[src/rtl/host_reader_pkg.sv]
// host_reader_pkg
// Shared widths, timing constants, error codes and state encoding for the
// host-side readout master (host_reader) and its timer.
// Build option: HOST_READER_TRAILER_EN (used by host_reader) appends a trailer
// word to every event.
package host_reader_pkg;

    localparam int ADDR_W = 8;
    localparam int DATA_W = 16;
    localparam int NHIT_W = 9;
    localparam int WORD_W = 24;
    localparam int TMR_W  = 10;

    // The readout buffer holds 256 entries; larger hit counts are clamped.
    localparam logic [NHIT_W-1:0] MAX_HITS = 9'd256;

    localparam int START_LEN = 2;
    localparam int RISE_TMO  = 16;
    localparam int SCAN_TMO  = 1023;
    localparam int READ_LAT  = 1;

    // The timer counts down to zero and flags terminal on zero, so a wait of
    // L cycles is loaded as L-1.
    localparam logic [TMR_W-1:0] START_LOAD = TMR_W'(START_LEN - 1);
    localparam logic [TMR_W-1:0] RISE_LOAD  = TMR_W'(RISE_TMO - 1);
    localparam logic [TMR_W-1:0] SCAN_LOAD  = TMR_W'(SCAN_TMO - 1);
    localparam logic [TMR_W-1:0] READ_LOAD  = TMR_W'(READ_LAT - 1);

    localparam logic [1:0] ERR_NONE  = 2'b00;
    localparam logic [1:0] ERR_RISE  = 2'b01;
    localparam logic [1:0] ERR_SCAN  = 2'b10;
    localparam logic [1:0] ERR_CLAMP = 2'b11;

    localparam logic [7:0] TRAILER_TAG = 8'hA5;

    typedef enum logic [3:0] {
        S_IDLE,
        S_STRT,
        S_WRISE,
        S_WFALL,
        S_LATCH,
        S_HDR,
        S_ADDR,
        S_WAIT,
        S_EMIT,
        S_TRL,
        S_FIN
    } state_t;

    function automatic logic [NHIT_W-1:0] clamp_hits(input logic [NHIT_W-1:0] raw);
        return (raw > MAX_HITS) ? MAX_HITS : raw;
    endfunction

endpackage

[src/rtl/host_reader_if.sv]
// host_reader_if
// Bundles the readout host port (start/sel/haddr/busy/hnhit/hdata) and the
// outgoing ready/valid stream (out_valid/out_ready/out_data/out_last).
// master : host_reader side; slave : readout block plus stream consumer.
interface host_reader_if;
    import host_reader_pkg::*;

    logic              start;
    logic              sel;
    logic [ADDR_W-1:0] haddr;
    logic              busy;
    logic [NHIT_W-1:0] hnhit;
    logic [WORD_W-1:0] hdata;

    logic              out_valid;
    logic              out_ready;
    logic [WORD_W-1:0] out_data;
    logic              out_last;

    modport master (
        output start, sel, haddr, out_valid, out_data, out_last,
        input  busy, hnhit, hdata, out_ready
    );

    modport slave (
        input  start, sel, haddr, out_valid, out_data, out_last,
        output busy, hnhit, hdata, out_ready
    );

endinterface

[src/rtl/host_reader_timer.sv]
// host_reader_timer
// Loadable down-counter shared by all of host_reader's waits.
// Ports: clk, rst_n (sync, active low), load, load_val, tc (count is zero).
module host_reader_timer
    import host_reader_pkg::*;
(
    input  logic             clk,
    input  logic             rst_n,
    input  logic             load,
    input  logic [TMR_W-1:0] load_val,
    output logic             tc
);

    logic [TMR_W-1:0] count;

    // Load wins over counting; the counter parks at zero once expired.
    always_ff @(posedge clk) begin
        if (!rst_n) begin
            count <= '0;
        end else if (load) begin
            count <= load_val;
        end else if (count != '0) begin
            count <= count - 1'b1;
        end
    end

    assign tc = (count == '0);

endmodule

[src/rtl/host_reader.sv]
// host_reader
// Host-side master for the readout host port. A trigger starts a scan; once
// the readout finishes, the hit buffer is read out and streamed as
// header, data words (and optionally a trailer) on a ready/valid interface.
// Ports: clk, rst_n (sync, active low), trig, bus (host_reader_if.master),
//        done (one-cycle end-of-event pulse), err (sticky error code).
// Build option: HOST_READER_TRAILER_EN adds a trailer {A5, XOR of data}.
module host_reader
    import host_reader_pkg::*;
(
    input  logic          clk,
    input  logic          rst_n,
    input  logic          trig,
    host_reader_if.master bus,
    output logic          done,
    output logic [1:0]    err
);

`ifdef HOST_READER_TRAILER_EN
    localparam logic   TRAILER_ON = 1'b1;
    localparam state_t AFTER_LAST = S_TRL;
`else
    localparam logic   TRAILER_ON = 1'b0;
    localparam state_t AFTER_LAST = S_FIN;
`endif

    state_t            state;
    state_t            state_next;
    logic              tmr_load;
    logic [TMR_W-1:0]  tmr_val;
    logic              tmr_tc;
    logic [NHIT_W-1:0] raw_hits;
    logic [NHIT_W-1:0] n_hits;
    logic [ADDR_W-1:0] idx;
    logic [WORD_W-1:0] word_q;
    logic              last_word;
`ifdef HOST_READER_TRAILER_EN
    logic [DATA_W-1:0] xor_q;
`endif

    // Every state change restarts the shared timer.
    host_reader_timer u_timer (
        .clk      (clk),
        .rst_n    (rst_n),
        .load     (tmr_load),
        .load_val (tmr_val),
        .tc       (tmr_tc)
    );

    assign tmr_load  = (state_next != state);
    assign last_word = ({1'b0, idx} == (n_hits - 9'd1));
    assign bus.haddr = idx;

    // State register.
    always_ff @(posedge clk) begin
        if (!rst_n) begin
            state <= S_IDLE;
        end else begin
            state <= state_next;
        end
    end

    // Next state, port outputs and the timer reload value for the next state.
    always_comb begin
        state_next    = state;
        tmr_val       = '0;
        bus.start     = 1'b0;
        bus.sel       = 1'b0;
        bus.out_valid = 1'b0;
        bus.out_data  = '0;
        bus.out_last  = 1'b0;
        done          = 1'b0;

        case (state)
            S_IDLE: begin
                if (trig) state_next = S_STRT;
            end
            S_STRT: begin
                bus.start = 1'b1;
                bus.sel   = 1'b1;
                if (tmr_tc) state_next = S_WRISE;
            end
            S_WRISE: begin
                bus.sel = 1'b1;
                if (bus.busy)    state_next = S_WFALL;
                else if (tmr_tc) state_next = S_FIN;
            end
            S_WFALL: begin
                bus.sel = 1'b1;
                if (!bus.busy)   state_next = S_LATCH;
                else if (tmr_tc) state_next = S_FIN;
            end
            S_LATCH: begin
                bus.sel    = 1'b1;
                state_next = S_HDR;
            end
            S_HDR: begin
                bus.sel       = 1'b1;
                bus.out_valid = 1'b1;
                bus.out_data  = {15'b0, raw_hits};
                bus.out_last  = (n_hits == '0) && !TRAILER_ON;
                if (bus.out_ready) begin
                    state_next = (n_hits == '0) ? AFTER_LAST : S_ADDR;
                end
            end
            S_ADDR: begin
                bus.sel    = 1'b1;
                state_next = S_WAIT;
            end
            S_WAIT: begin
                bus.sel = 1'b1;
                if (tmr_tc) state_next = S_EMIT;
            end
            S_EMIT: begin
                bus.sel       = 1'b1;
                bus.out_valid = 1'b1;
                bus.out_data  = word_q;
                bus.out_last  = last_word && !TRAILER_ON;
                if (bus.out_ready) begin
                    state_next = last_word ? AFTER_LAST : S_ADDR;
                end
            end
`ifdef HOST_READER_TRAILER_EN
            S_TRL: begin
                bus.sel       = 1'b1;
                bus.out_valid = 1'b1;
                bus.out_data  = {TRAILER_TAG, xor_q};
                bus.out_last  = 1'b1;
                if (bus.out_ready) state_next = S_FIN;
            end
`endif
            S_FIN: begin
                bus.sel    = 1'b1;
                done       = 1'b1;
                state_next = S_IDLE;
            end
            default: begin
                state_next = S_IDLE;
            end
        endcase

        case (state_next)
            S_STRT:  tmr_val = START_LOAD;
            S_WRISE: tmr_val = RISE_LOAD;
            S_WFALL: tmr_val = SCAN_LOAD;
            S_WAIT:  tmr_val = READ_LOAD;
            default: tmr_val = '0;
        endcase
    end

    // Event datapath: error code, hit count, read index and the holding
    // register. The index only advances after the held word is accepted, so
    // the last read address is N-1 and never wraps.
    always_ff @(posedge clk) begin
        if (!rst_n) begin
            err      <= ERR_NONE;
            raw_hits <= '0;
            n_hits   <= '0;
            idx      <= '0;
            word_q   <= '0;
`ifdef HOST_READER_TRAILER_EN
            xor_q    <= '0;
`endif
        end else begin
            if (state == S_IDLE && trig) begin
                err <= ERR_NONE;
            end
            if (state == S_WRISE && !bus.busy && tmr_tc) begin
                err <= ERR_RISE;
            end
            if (state == S_WFALL && bus.busy && tmr_tc) begin
                err <= ERR_SCAN;
            end
            if (state == S_LATCH) begin
                raw_hits <= bus.hnhit;
                n_hits   <= clamp_hits(bus.hnhit);
                idx      <= '0;
`ifdef HOST_READER_TRAILER_EN
                xor_q    <= '0;
`endif
                if (bus.hnhit > MAX_HITS) begin
                    err <= ERR_CLAMP;
                end
            end
            if (state == S_WAIT && tmr_tc) begin
                word_q <= bus.hdata;
`ifdef HOST_READER_TRAILER_EN
                xor_q  <= xor_q ^ bus.hdata[DATA_W-1:0];
`endif
            end
            if (state == S_EMIT && bus.out_ready && !last_word) begin
                idx <= idx + 1'b1;
            end
        end
    end

endmodule

[src/flat_wrapper.sv]
// flat-port wrapper written by rule: the top's interface ports become plain ports
module host_reader_flat import host_reader_pkg::*;
  (clk, rst_n, trig, done, err, bus_start, bus_sel, bus_haddr, bus_out_valid, bus_out_data, bus_out_last, bus_busy, bus_hnhit, bus_hdata, bus_out_ready);
  host_reader_if bus_i ();
  input  logic clk;
  input  logic rst_n;
  input  logic trig;
  output logic done;
  output logic [1:0] err;
  output wire logic [$bits(bus_i.start)-1:0] bus_start;
  output wire logic [$bits(bus_i.sel)-1:0] bus_sel;
  output wire logic [$bits(bus_i.haddr)-1:0] bus_haddr;
  output wire logic [$bits(bus_i.out_valid)-1:0] bus_out_valid;
  output wire logic [$bits(bus_i.out_data)-1:0] bus_out_data;
  output wire logic [$bits(bus_i.out_last)-1:0] bus_out_last;
  input wire logic [$bits(bus_i.busy)-1:0] bus_busy;
  input wire logic [$bits(bus_i.hnhit)-1:0] bus_hnhit;
  input wire logic [$bits(bus_i.hdata)-1:0] bus_hdata;
  input wire logic [$bits(bus_i.out_ready)-1:0] bus_out_ready;
  assign bus_start = bus_i.start;
  assign bus_sel = bus_i.sel;
  assign bus_haddr = bus_i.haddr;
  assign bus_out_valid = bus_i.out_valid;
  assign bus_out_data = bus_i.out_data;
  assign bus_out_last = bus_i.out_last;
  assign bus_i.busy = bus_busy;
  assign bus_i.hnhit = bus_hnhit;
  assign bus_i.hdata = bus_hdata;
  assign bus_i.out_ready = bus_out_ready;
  host_reader u_core (.clk(clk), .rst_n(rst_n), .trig(trig), .bus(bus_i), .done(done), .err(err));
endmodule
[config.mk]
export PLATFORM = sky130hd
export DESIGN_NAME = host_reader_flat
export DESIGN_NICKNAME = d
export VERILOG_FILES = /design/src/rtl/host_reader_pkg.sv /design/src/rtl/host_reader_if.sv /design/src/rtl/host_reader_timer.sv /design/src/rtl/host_reader.sv /design/src/flat_wrapper.sv
export SDC_FILE = /design/constraint.sdc
export NUM_CORES = 1
export LEC_CHECK = 0
export ABC_AREA = 0
export CAP_MARGIN = 10
export CORE_MARGIN = 1
export CORE_UTILIZATION = 51
export CTS_CLUSTER_DIAMETER = 120
export DETAILED_ROUTE_END_ITERATION = 10
export PLACE_DENSITY = 0.81
export SYNTH_ARGS = -nofsm -noshare
export SYNTH_HDL_FRONTEND = slang
export SYNTH_SLANG_ARGS = --single-unit
[constraint.sdc]
create_clock -name clk -period 3.8 [get_ports clk]
set_clock_uncertainty 0.05 [all_clocks]
set_input_delay 0.76 -clock clk [delete_from_list [all_inputs] [get_ports clk]]
set_output_delay 0.76 -clock clk [all_outputs]
set_load 0.005 [all_outputs]
==> summary.txt <==
GRT
  • Largest net degree at the start of global routing: 27
  • Vias in the first global route: around 3500
  • Initial antenna violation count: 0
  • GRT overflow: 0
  • First-pass GRT wire length: about 16000 microns
  • GRT Util Overall: 26.7%

Worst setup path
  • Crit path from: u_core.n_hits[0]$_SDFFE_PN0P_
  • Critical Path End Type: output pin
  • Slowest-stage cell, CP: or3b_2
  • Levels on crit path: 9
  • WS Path Type: flop to output pin
  • Slowest cell delay on critical path: 0.49 ns
  • Type of origin of the critical path: flop
  • Bufs and invs on worst path: 2
  • Top delay family on crit path: simple AND/OR/NAND/NOR gates
  • Worst-path cell chain: inv_1 -> ha_2 -> or3b_2 -> or4_1 -> a211o_1 -> a2bb2oi_2 -> nand2_1 -> o22ai_1 -> dlygate4sd2_1
  • CP Data Arrival Time: around 2.8 ns
  • Critical path required time: around 3 ns
  • Critical Path Fanout Max: 5
  • Reg-to-reg startpoint: u_core.u_timer.count[0]$_SDFFE_PN0P_
  • FF-to-FF path depth: 9

Yosys
  • Number of distinct library cells after synthesis: 55
  • Synth Register Bits: between 60 and 70
  • Number of synthesized flops with an enable pin: 0
  • Area fraction in compound gates after synthesis: between 20% and 30%
  • Cells after Synth: 456
  • Post-Syn Area: 0.00347 sq mm
  • Top-area cell type share of the netlist area: between 30% and 40%
  • Post-synthesis mux area share: less than 1%
  • Syn nets: 497
  • Mean post-synth cell area: ~7.6 sq um
  • Adder-cell share of the synthesized area: under 10%
  • Asr flop ratio synth: 0%
  • Most used DFF post-synth: dfxtp_1
  • Largest family of logic cells by synthesized area: simple AND/OR/NAND/NOR gates
  • Ys Warns: 0
  • Register area share after synthesis: a little under two fifths
  • Top cells by area, synth: dfxtp_1 38%, nand2_1 10%, a21oi_1 8.7%
  • Yosys top cell by area: dfxtp_1
  • Synth Area in XOR/XNOR: ~5.3%
  • Post-synthesis simple-gate area fraction: between 20% and 30%

Pwr
  • Maximum vdd drop: between 0.3 and 0.4 mV
  • Total power divided by cell area: roughly 420 mW/mm^2
  • Clk pwr share: 28.3%
  • Leak Pwr: ~1.5 nW
  • Gate power share: a little under 30%
  • Reg power frac: a little over two fifths
  • P_sw: ~0.64 mW
  • Sw Ratio: ~34%
  • Int Power: 1.23 mW

STA
  • Worst hold slack: between 0.4 and 0.5 ns
  • Setup slack after layout: between 0.15 and 0.2 ns
  • RSZ-0062 raised after global routing: no
  • Final Hold Viols: 0
  • Final Setup Violations: 0
  • Worst slew pin tran: roughly 0.85 ns
  • Final Cycle Share: 95.7%
  • Final slew viol count: 0
  • FMAX: 0.275 GHz
  • Min Tclk post-route: between 3 and 4 ns
  • Setup tns final: 0 ns
  • Relative slew slack: 43.6%

Die
  • Die area: 0.00714 sq mm
  • Die Y: around 84 microns
  • Chip Width: roughly 84 microns
  • I/O pin count: 77
  • # rows: 29
  • Initial core utilization: a little over half
  • Core area: around 0.0065 sq mm

Placement
  • GPL Wtd Cong: about 0.90
  • Setup Slack @ Placement: 0.194 ns
  • Placed cell area: 0.00429 sq mm
  • Post-DP HPWL: approximately 6400 microns
  • Port bufs: 76

Status
  • Outcome: complete, but fails checks
  • Failing checks: DRC

Min path
  • Worst Hold Depth: 2
  • Worst min-delay path startpoint: u_core.word_q[18]$_SDFFE_PN0P_
  • Worst hold path class: flop to flop

CTS
  • CTS tree: done
  • Clock buffer depth: 2
  • Htree depth: 3
  • CTS clk-pin slew, worst paths: around 0.07 ns
  • Post_cts resized: 3
  • Clk Latency, worst-skew pair: 0.35 ns
  • Root Buffer: clkbuf_8
  • CTS Buf Count: 9
  • Num Clock Sinks: 66
  • Setup Buffers After CTS: 0
  • Hold_buf cts: 0

Layout
  • Design Area, Final: around 0.0045 sq mm
  • Antenna diodes: 0
  • Commonest non-fill, non-tap cells in the layout: 94 x nand2_1, 75 x clkdlybuf4s50_1, 66 x dfxtp_1
  • Area grow syn2layout: 28.8%
  • Layout Utilization: slightly below 70%
  • Commonest non-fill, non-tap cell in the layout: nand2_1
  • Layout Nets: 564
  • Layout cells sized above 1: roughly 6.4%

Routing
  • WL/cell: between 15 and 20 microns
  • Vias: between 3000 and 4000
  • DR vias/cell: just under 6
  • Pre-antenna DRT Iters: 8
  • Drt total wl: just over 9000 microns
  • DRT iter0 DRCs: 302
  • Antenna viol nets, final: 0
  • Remaining DRCs: 1

Run
  • Max Cap Viol: 0
==> tightest hold or removal path, stage by stage (launching register included) <==
cell,delay [ns]
dfxtp_1,0.31
nand2_1,0.05
a21oi_1,0.05
==> metrics by stage <==
| step | power (mW) | instances |
|---|---|---|
| after floorplan | 1.19 | 456 |
| after global placement | 1.33 | 589 |
| after detailed placement | 1.34 | 589 |
| after CTS | 1.87 | 605 |
| after global routing | 1.98 | 605 |
| final | 1.87 | 605 |
==> cells by family after synthesis <==
logic type	count (synthesis)
adders and majority gates	4
xor gates and xnor gates	21
DFF	66
and+or+nand+nor	203
AOI/OAI and AO/OA	117
buffers and inverters	43
muxes	2
==> flip-flops by register name, summed over array words and instances (netlist names) <==
register and flops:
u_core.u_timer.count 10, u_core.err 2, u_core.n_hits 9, u_core.word_q 24, u_core.bus.haddr 8, u_core.state 4
u_core.raw_hits 9
==> layer usage <==
metal / vias up / part of all wire, % / track usage (%)
met5: - / 0 / 0
met4: 0 / 1.1 / 8.32
met3: 15 / 7.6 / 9.73
met1: 1648 / 43 / 33.4
met2: 134 / 48 / 43.1
li1: 1736 / - / -
==> layout make-up <==
| class | count | area (sq um) |
|---|---|---|
| clock buffer | 10 | 128 |
| clock inverter | 6 | 42.5 |
| timing repair buffer | 84 | 820 |
| multi-input combinational | 347 | 2000 |
| inverter | 15 | 56.3 |
| fill | 549 | 1990 |
| tap | 77 | 96.3 |
| sequential | 66 | 1320 |
==> cells in the mapped netlist, drive strengths merged, types with 2 or more instances <==
| cell | count |
|---|---|
| o31a | 2 |
| nor4bb | 2 |
| or4 | 4 |
| and2 | 17 |
| a21oi | 60 |
| nand3 | 13 |
| nand4 | 3 |
| a22o | 12 |
| nor2 | 23 |
| o21a | 3 |
| nand3b | 9 |
| or2 | 3 |
| ha | 3 |
| and3 | 4 |
| or3b | 2 |
| o31ai | 3 |
| nor3b | 2 |
| xor2 | 5 |
| inv | 15 |
| clkbuf | 25 |
| nand2 | 94 |
| buf | 3 |
| nand2b | 7 |
| nor3 | 9 |
| xnor2 | 16 |
| a31oi | 4 |
| o21ai | 12 |
| a211oi | 2 |
| nor4 | 8 |
| dfxtp | 66 |
| a2bb2oi | 4 |
==> final timing paths <==
kind / slack (ns) / endpoint
worst max-delay path: 0.16 / bus_out_last
worst min-delay path: 0.40 / u_core.word_q[18]$_SDFFE_PN0P_
worst max register to register: 0.81 / u_core.u_timer.count[8]$_SDFFE_PN0P_
worst min register to register: 0.40 / u_core.word_q[18]$_SDFFE_PN0P_
==> power by group through the flow <==
stage                     Sequential [mW]  Clock, mW  Combinational, mW
after CTS                           0.787      0.534              0.546
after floorplan                     0.770          0              0.423
final                               0.790      0.527              0.549
after detailed placement            0.803          0              0.541
after global placement              0.800          0              0.530
after global routing                0.797      0.570              0.609
(Power assumes the default switching activity.)
